===== src/rtl/inst_fetcher_pkg.sv =====
// Shared fetch-unit definitions: datapath widths, default reset PC, fetch FSM encodings.
package inst_fetcher_pkg;

    localparam int INST_WID = 32;
    localparam int ADDR_WID = 32;

    localparam logic [ADDR_WID-1:0] DEF_RESET_PC = 32'h0000_0000;

    localparam logic [1:0] S_IDLE    = 2'd0;
    localparam logic [1:0] S_WAIT    = 2'd1;
    localparam logic [1:0] S_DISCARD = 2'd2;

    // Instruction addresses are always word aligned; low bits of any target are dropped.
    function automatic logic [ADDR_WID-1:0] alignPc(input logic [ADDR_WID-1:0] addr);
        return addr & ~32'h0000_0003;
    endfunction

endpackage


===== src/rtl/inst_fetcher_icache_dm.sv =====
// Direct-mapped one-word-per-line instruction cache: combinational lookup, synchronous fill.
// Only the valid bits are reset; tag/data contents are meaningless until their line is filled.
module icache_dm
    import inst_fetcher_pkg::*;
#(
    parameter int IDX_W = 6
) (
    input  logic                clk,
    input  logic                rst,
    input  logic [ADDR_WID-1:0] i_lookupAddr,
    output logic                o_hit,
    output logic [INST_WID-1:0] o_data,
    input  logic                i_fillEn,
    input  logic [ADDR_WID-1:0] i_fillAddr,
    input  logic [INST_WID-1:0] i_fillData
);

    localparam int LINES = 1 << IDX_W;
    localparam int TAG_W = ADDR_WID - IDX_W - 2;

    logic [LINES-1:0] r_valid;
    logic [TAG_W-1:0] r_tag  [LINES];
    logic [INST_WID-1:0] r_data [LINES];

    logic [IDX_W-1:0] w_lookupIdx;
    logic [TAG_W-1:0] w_lookupTag;
    logic [IDX_W-1:0] w_fillIdx;
    logic [TAG_W-1:0] w_fillTag;
    logic             w_unusedLowBits;

    assign w_lookupIdx     = i_lookupAddr[IDX_W+1:2];
    assign w_lookupTag     = i_lookupAddr[ADDR_WID-1:IDX_W+2];
    assign w_fillIdx       = i_fillAddr[IDX_W+1:2];
    assign w_fillTag       = i_fillAddr[ADDR_WID-1:IDX_W+2];
    assign w_unusedLowBits = ^{i_lookupAddr[1:0], i_fillAddr[1:0]};

    assign o_hit  = r_valid[w_lookupIdx] && (r_tag[w_lookupIdx] == w_lookupTag);
    assign o_data = r_data[w_lookupIdx];

    always_ff @(posedge clk) begin
        if (rst) begin
            r_valid <= '0;
        end else if (i_fillEn) begin
            r_valid[w_fillIdx] <= 1'b1;
        end
    end

    always_ff @(posedge clk) begin
        if (i_fillEn) begin
            r_tag[w_fillIdx]  <= w_fillTag;
            r_data[w_fillIdx] <= i_fillData;
        end
    end

endmodule


===== src/rtl/inst_fetcher.sv =====
// Fetch unit: owns the PC, issues word fetches to the memory controller and pulses results to decode.
// Define IFETCH_ICACHE_EN to add a direct-mapped icache (icache_dm) in front of memory.
module inst_fetcher
    import inst_fetcher_pkg::*;
#(
    parameter logic [ADDR_WID-1:0] RESET_PC     = DEF_RESET_PC,
    parameter int                  ICACHE_IDX_W = 6
) (
    input  logic                clk,
    input  logic                rst,
    input  logic                rdy,
    input  logic                rollback,
    input  logic [ADDR_WID-1:0] rollback_pc,
    input  logic                stall,
    output logic                inst_done,
    output logic [INST_WID-1:0] inst,
    output logic [ADDR_WID-1:0] inst_pc,
    output logic                mem_req,
    output logic [ADDR_WID-1:0] mem_addr,
    input  logic                mem_done,
    input  logic [INST_WID-1:0] mem_data
);

    logic [1:0]          r_state;
    logic [ADDR_WID-1:0] r_pc;
    logic                r_instDone;
    logic [INST_WID-1:0] r_inst;
    logic [ADDR_WID-1:0] r_instPc;
    logic                r_memReq;
    logic [ADDR_WID-1:0] r_memAddr;

    logic                w_cacheHit;
    logic [INST_WID-1:0] w_cacheData;

`ifdef IFETCH_ICACHE_EN
    logic w_fillEn;

    // Only responses that are actually delivered to decode may populate the cache.
    assign w_fillEn = rdy && (r_state == S_WAIT) && mem_done && !rollback;

    icache_dm #(
        .IDX_W(ICACHE_IDX_W)
    ) u_icache (
        .clk         (clk),
        .rst         (rst),
        .i_lookupAddr(r_pc),
        .o_hit       (w_cacheHit),
        .o_data      (w_cacheData),
        .i_fillEn    (w_fillEn),
        .i_fillAddr  (r_memAddr),
        .i_fillData  (mem_data)
    );
`else
    logic w_unusedCfg;

    assign w_cacheHit  = 1'b0;
    assign w_cacheData = '0;
    assign w_unusedCfg = (ICACHE_IDX_W != 0);
`endif

    // The pulse register is held while frozen, so it is masked rather than cleared to avoid losing it.
    assign inst_done = r_instDone & rdy;
    assign inst      = r_inst;
    assign inst_pc   = r_instPc;
    assign mem_req   = r_memReq;
    assign mem_addr  = r_memAddr;

    always_ff @(posedge clk) begin
        if (rst) begin
            r_state    <= S_IDLE;
            r_pc       <= RESET_PC;
            r_instDone <= 1'b0;
            r_inst     <= '0;
            r_instPc   <= '0;
            r_memReq   <= 1'b0;
            r_memAddr  <= '0;
        end else if (rdy) begin
            r_instDone <= 1'b0;
            case (r_state)
                S_IDLE: begin
                    if (rollback) begin
                        r_pc <= alignPc(rollback_pc);
                    end else if (!stall) begin
                        if (w_cacheHit) begin
                            r_inst     <= w_cacheData;
                            r_instPc   <= r_pc;
                            r_instDone <= 1'b1;
                            r_pc       <= r_pc + 32'd4;
                        end else begin
                            r_memReq  <= 1'b1;
                            r_memAddr <= r_pc;
                            r_state   <= S_WAIT;
                        end
                    end
                end
                // A flush with no response yet must still absorb the stale mem_done in DISCARD.
                S_WAIT: begin
                    if (rollback) begin
                        r_pc     <= alignPc(rollback_pc);
                        r_memReq <= 1'b0;
                        r_state  <= mem_done ? S_IDLE : S_DISCARD;
                    end else if (mem_done) begin
                        r_inst     <= mem_data;
                        r_instPc   <= r_memAddr;
                        r_instDone <= 1'b1;
                        r_pc       <= r_pc + 32'd4;
                        r_memReq   <= 1'b0;
                        r_state    <= S_IDLE;
                    end
                end
                S_DISCARD: begin
                    r_memReq <= 1'b0;
                    if (rollback) begin
                        r_pc <= alignPc(rollback_pc);
                    end
                    if (mem_done) begin
                        r_state <= S_IDLE;
                    end
                end
                default: begin
                    r_memReq <= 1'b0;
                    r_state  <= S_IDLE;
                end
            endcase
        end
    end

endmodule


===== config.mk =====
export PLATFORM = sky130hd
export DESIGN_NAME = inst_fetcher
export DESIGN_NICKNAME = d
export VERILOG_FILES = /design/src/rtl/inst_fetcher_pkg.sv /design/src/rtl/inst_fetcher_icache_dm.sv /design/src/rtl/inst_fetcher.sv
export SDC_FILE = /design/constraint.sdc
export NUM_CORES = 1
export LEC_CHECK = 0
export BUFFER_PORTS_ARGS = -buffer_cell sky130_fd_sc_hd__buf_2
export CAP_MARGIN = 20
export CORE_ASPECT_RATIO = 1.1
export CORE_MARGIN = 3
export CORE_UTILIZATION = 44
export DETAILED_ROUTE_END_ITERATION = 12
export GPL_TIMING_DRIVEN = 1
export PLACE_DENSITY = 0.7
export RECOVER_POWER = 100
export SKIP_LAST_GASP = 1
export SYNTH_ARGS = -nofsm -noshare
export SYNTH_HDL_FRONTEND = slang
export SYNTH_HIERARCHICAL = 1
export SYNTH_SLANG_ARGS = --single-unit

===== constraint.sdc =====
create_clock -name clk -period 5.05 [get_ports clk]
set_clock_uncertainty 0.05 [all_clocks]
set_input_delay 1.01 -clock clk [delete_from_list [all_inputs] [get_ports clk]]
set_output_delay 1.01 -clock clk [all_outputs]
set_load 0.01 [all_outputs]

==> results of run 1 <==
state kept, by name (all words and copies together) (netlist names):
register and cells:
mem_addr 30, inst_pc 30, r_state 2, mem_req 1, r_pc 30, inst 32
r_instDone 1
cells in the mapped netlist (4+ instances only):
master	n
o21ai_0	18
nor4_1	7
dfxtp_1	126
a21oi_1	114
nor2_1	22
buf_4	4
buf_2	11
nor3_1	9
o22ai_1	4
a211oi_1	14
o32ai_1	6
o21ai_1	6
nand3_1	15
or3_1	5
clkbuf_1	44
and3_1	7
nand4_1	6
inv_1	6
a311oi_1	6
nand2_1	214
layer usage:
layer | part of all wire | vias up
met5 | 0 | -
met4 | 0.024 | 0
met3 | 0.061 | 29
met2 | 0.48 | 183
met1 | 0.43 | 2477
li1 | - | 2653
critical path, cell delays in order:
cell,delay (ns)
clkbuf_1,0.24
a21boi_0,0.46
and2_0,0.19
clkbuf_1,1.26
o21ai_0,0.45
a21o_1,0.29
a311oi_1,0.20
area by class of cell:
type	instances	area, sq um
Fill cell	1156	5020
Multi-Input combinational cell	505	2550
Sequential cell	126	2520
Timing Repair Buffer	168	724
Clock buffer	19	443
Tap cell	150	188
Clock inverter	13	165
Inverter	6	22.5
Antenna cell	1	2.50
how the worst max path moves through the flow:
stage                     startpoint          to  slack, ns  cells past startpoint
after floorplan                  rdy    r_pc[11]       2.75                      6
after global placement           rdy  inst_pc[3]       1.60                      7
after detailed placement         rdy     inst[5]       1.45                      7
after CTS                        rdy    inst[17]       1.85                      7
after global routing             rdy    r_pc[30]       0.89                      7
final                            rdy    r_pc[30]       1.20                      7
stage by stage:
step / total power [mW] / cell area, sq um / hold slack (ns)
5_1_grt: 2.51 / 6620 / 0.413
3_5_place_dp: 1.21 / 6160 / 0.394
4_1_cts: 2.45 / 6770 / 0.402
2_1_floorplan: 1.15 / 5350 / 0.382
6_report: 2.43 / 6620 / 0.402
3_3_place_gp: 1.20 / 6160 / 0.389
power by group through the flow:
stage / logic, mW / clock network (mW) / registers [mW]
after CTS: 0.140 / 1.26 / 1.05
final: 0.137 / 1.24 / 1.05
after floorplan: 0.0893 / 0 / 1.06
after global routing: 0.154 / 1.30 / 1.05
after detailed placement: 0.140 / 0 / 1.07
after global placement: 0.136 / 0 / 1.07
cells by family (layout without fill, tap and decap cells):
logic type      Yosys count  after routing  synth area share
simple gates            307            307             0.254
compound gates          190            190             0.213
flops                   126            126             0.472
buf+inv                  66            206            0.0518
mux                       3              3           0.00562
fa+ha+maj                 1              1           0.00234
other cells               1              5          0.000702
==> flow_summary.json, run 1 <==
{
  "p_seq_frac": 0.432,
  "post_cts_buffers": 0,
  "ys.flop_type": "dfxtp_1",
  "clkSinkCount": 126,
  "holdBufCountCts": 0,
  "synth_top_area_share": 0.472,
  "drive_gt1_frac": 0.131,
  "grt_pass1_vias": 4990,
  "clockPowerShare": 0.512,
  "power_leakage_nw": 2.25,
  "max-vdd-ir-drop_v": 0.000238,
  "final_cell_mix": "214 x nand2_1, 126 x dfxtp_1, 114 x a21oi_1, 100 x clkbuf_1, 65 x buf_2",
  "syn_area_per_cell_sq_um": 7.69,
  "grtUsageMet3": 0.0512,
  "tightest_slew_ns": 2.17,
  "fp.dieH_microns": 122,
  "setup-tns-final_ns": 0,
  "hold_viol_final": 0,
  "syn-instance-count": 694,
  "grt_usage": 0.223,
  "placed_cells": 955,
  "holdPathEnd": "r_instDone",
  "fin_crit_sh": 0.762,
  "port_buffers": 161,
  "cts_resized": 0,
  "die_area_sq_mm": 0.0135,
  "ant_nets": 0,
  "fin_util": 0.568,
  "drtIter0Drc": 361,
  "relSlewSlack": -0.446,
  "synth-async-reset-ratio": 0,
  "period_minus_slack_ns": 3.85,
  "worstReg2RegEnd": "r_pc[30]",
  "use_met1": 0.282,
  "grt_overflow": 0,
  "start_util": 0.459,
  "layout.cells.non_filler": 988,
  "num_rows": 41,
  "slew_viol_final": 171,
  "ys_types": 52,
  "status": "finished with violations",
  "drc": 0,
  "cp-end-kind": "flop",
  "regToRegSetupSlack_ns": 1.67,
  "dp_hpwl_mm": 10.5,
  "via_per_inst": 5.41,
  "pre_cts_ws_ns": 1.45,
  "power_density_mw_per_mm2": 367,
  "internal_power_mw": 1.86,
  "violations": "capacitance limit, slew limit",
  "required_ns": 5.31,
  "gp_congestion": 0.953,
  "cts_tree": "built",
  "grt_max_degree": 78,
  "path_max_fanout": 41,
  "synth_area_sq_mm": 0.00534,
  "switching_share": 0.233,
  "hold_path.startpoint": "r_instDone",
  "critPathLaunchType": "primary input",
  "min_path_type": "flop to flop",
  "clk_path_buf_depth": 2,
  "via_count": 5342,
  "drt_wl_total_mm": 15.3,
  "critPathArrivalTime_ns": 4.11,
  "p_sw_mw": 0.565,
  "clockRootBuffer": "clkbuf_16",
  "die_w_microns": 111,
  "rsz0062_at_grt": "false",
  "path_class": "primary input to flop",
  "reg2reg_depth": 6,
  "combPwrFrac": 0.056,
  "clkSlewWorstSetupHoldPaths_ns": 0.05,
  "use_met2": 0.368,
  "antenna_found_initial": 1,
  "whs_path_depth": 2,
  "synth_area_leaders": "dfxtp_1 47%, nand2_1 15%, a21oi_1 11%",
  "max_cap_violations": 3,
  "htreeDepth": 4,
  "numCtsBuffers": 17,
  "clock_latency_ns": 0.41,
  "wire_per_inst_microns": 15.5,
  "syn_to_final_growth_pct": 24.0,
  "core_area_sq_mm": 0.0116,
  "ys_ff_latch": 126,
  "max_freq_mhz": 260,
  "synth_top_cell_by_area": "dfxtp_1",
  "gr-max-usage-layer": "met2",
  "fin_nets": 895,
  "grt_pass1_wl_mm": 24.5,
  "ys_seq_area_frac": 0.472,
  "setup_violations": 0,
  "worstReg2RegStart": "r_state[0]",
  "first_pass_iters": 5,
  "ioPinCount": 168,
  "layout_setup_ws_ns": 1.20,
  "synth-edff-count": 0,
  "ys_warn_count": 6,
  "layout_commonest_cell": "nand2_1"
}
No activity file was read; power rests on OpenSTA's default activity.
==> run 2, diff against run 1 <==
- ABC_AREA: not set -> 1
- clock period: 5.05 -> 4 ns (I/O delays scaled with it)
==> flow_summary.json, run 2 <==
{
  "synth_top_area_share": 0.449,
  "finalPower_mw": 3.18,
  "gp_congestion": 0.878,
  "synth_most_common_cell": "nand2_1",
  "max_freq_mhz": 323,
  "ys_seq_area_frac": 0.449,
  "synthTopCellsByCount": "150 x nand2_1, 147 x nor2_1, 126 x dfxtp_1",
  "placed_area_sq_mm": 0.00643,
  "fp.dieH_microns": 125,
  "setup_violations": 0,
  "layout_setup_ws_ns": 0.900,
  "slowest_stage": "inv_1",
  "synth-async-reset-ratio": 0,
  "grt_pass1_vias": 5148,
  "max-vdd-ir-drop_v": 0.000362,
  "drive_gt1_frac": 0.120,
  "rsz0062_at_grt": "false",
  "clockRootBuffer": "clkbuf_16",
  "tightest_slew_ns": 1.22,
  "clkSinkCount": 126,
  "fin_nets": 1029,
  "wire_per_inst_microns": 14.0,
  "via_per_inst": 5.00,
  "critPathLaunchType": "primary input",
  "final_cell_mix": "150 x nand2_1, 147 x nor2_1, 126 x dfxtp_1, 114 x o21ai_0, 100 x a21oi_1",
  "path_max_fanout": 53,
  "ys_ff_latch": 126,
  "htreeDepth": 4,
  "cp_top_family": "buffers and inverters",
  "numCtsBuffers": 17,
  "syn-instance-count": 817,
  "start_util": 0.459,
  "grt_usage": 0.218,
  "antenna_found_initial": 0,
  "fin_util": 0.564,
  "syn_area_per_cell_sq_um": 6.88,
  "drc": 0,
  "finalInstanceArea_sq_mm": 0.00690,
  "max_stage_delay_ns": 0.56,
  "status": "completed",
  "placed_cells": 1093,
  "post_cts_buffers": 0,
  "drtIter0Drc": 464,
  "grt_overflow": 0,
  "layout.cells.non_filler": 1125,
  "port_buffers": 161,
  "die_area_sq_mm": 0.0142,
  "critPathArrivalTime_ns": 3.39,
  "drt_wl_total_mm": 15.7,
  "nFillCells": 1266,
  "die_w_microns": 114,
  "cp-end-kind": "flop",
  "holdBufCountCts": 0,
  "ys_warn_count": 6,
  "synth_area_sq_mm": 0.00562,
  "grt_max_degree": 62,
  "relSlewSlack": 0.188,
  "max_cap_violations": 0,
  "synth_top_cell_by_area": "dfxtp_1",
  "diodes": 0,
  "dp_hpwl_mm": 11.0,
  "path_class": "primary input to flop",
  "cts_resized": 0,
  "clk_path_buf_depth": 2,
  "power_density_mw_per_mm2": 461,
  "whs_ns": 0.418,
  "period_minus_slack_ns": 3.10,
  "clock_latency_ns": 0.41,
  "first_pass_iters": 5,
  "grt_pass1_wl_mm": 25.2,
  "setup-tns-final_ns": 0,
  "synth_area_leaders": "dfxtp_1 45%, nand2_1 10%, nor2_1 9.8%",
  "synth-edff-count": 0,
  "ant_nets": 0,
  "cp_cell_sequence": "buf_2 > inv_1 > nand2_2 > inv_1 > nand4_4 > buf_4 > inv_2 > buf_12 > o21ai_0 > a21oi_1",
  "slew_viol_final": 0,
  "syn_to_final_growth_pct": 22.8,
  "min_path_type": "flop to flop",
  "power_leakage_nw": 2.63,
  "layout_commonest_cell": "nand2_1",
  "ioPinCount": 168,
  "clkSlewWorstSetupHoldPaths_ns": 0.06,
  "crit_top_cell": "inv_1",
  "required_ns": 4.29,
  "fin_crit_sh": 0.775,
  "core_area_sq_mm": 0.0122,
  "path_buf_inv": 6,
  "ys_types": 32,
  "hold_viol_final": 0,
  "cts_tree": "built",
  "largest_register_ff_count": 32,
  "pre_cts_ws_ns": 0.837,
  "num_rows": 42,
  "ys.flop_type": "dfxtp_1",
  "via_count": 5627
}
==> run 2: layer usage <==
layer	global-route usage	share of wire
met3	0.0476	0.064
met4	0.0692	0.014
met5	0	0
met1	0.291	0.46
met2	0.349	0.46
==> run 2: final cells by class <==
| cell class | instances | area [sq um] | share of cell area |
|---|---|---|---|
| Clock inverter | 15 | 184 | 0.0266 |
| Inverter | 73 | 274 | 0.0397 |
| Multi-Input combinational cell | 572 | 2560 | 0.370 |
| Timing Repair Buffer | 168 | 748 | 0.108 |
| Clock buffer | 17 | 425 | 0.0616 |
| Tap cell | 154 | 193 | 0.0279 |
| Sequential cell | 126 | 2520 | 0.365 |
==> run 2: report_power, final <==
part / switching [mW] / total (mW) / internal [mW]
Sequential: 0.0475 / 1.35 / 1.30
Clock: 0.598 / 1.59 / 0.990
Combinational: 0.154 / 0.244 / 0.0895
==> run 2: worst register-to-register path: stages, from the launching register on <==
cell     delay [ns]
dfxtp_1        0.40
nand2_2        0.19
inv_1          0.20
nand4_4        0.08
buf_4          0.24
inv_2          0.41
buf_12         0.30
o21ai_0        0.13
a21oi_1        0.18
==> run 2: worst paths after layout <==
check / from / slack, ns / cells past startpoint / endpoint
worst max-delay path: rollback / 0.90 / 10 / inst_pc[27]
worst min-delay path: mem_addr[20] / 0.42 / 2 / inst_pc[20]
worst max register to register: r_state[0] / 1.74 / 8 / inst_pc[27]
worst min register to register: mem_addr[20] / 0.42 / 2 / inst_pc[20]
==> run 2: kinds of logic after synthesis <==
| kind of cell | share of synthesized area |
|---|---|
| xor gates and xnor gates | 0.00156 |
| and+or+nand+nor | 0.245 |
| buffers and inverters | 0.0988 |
| AOI/OAI and AO/OA | 0.203 |
| DFF | 0.449 |
| adders and majority gates | 0.00222 |
| other | 0.000667 |
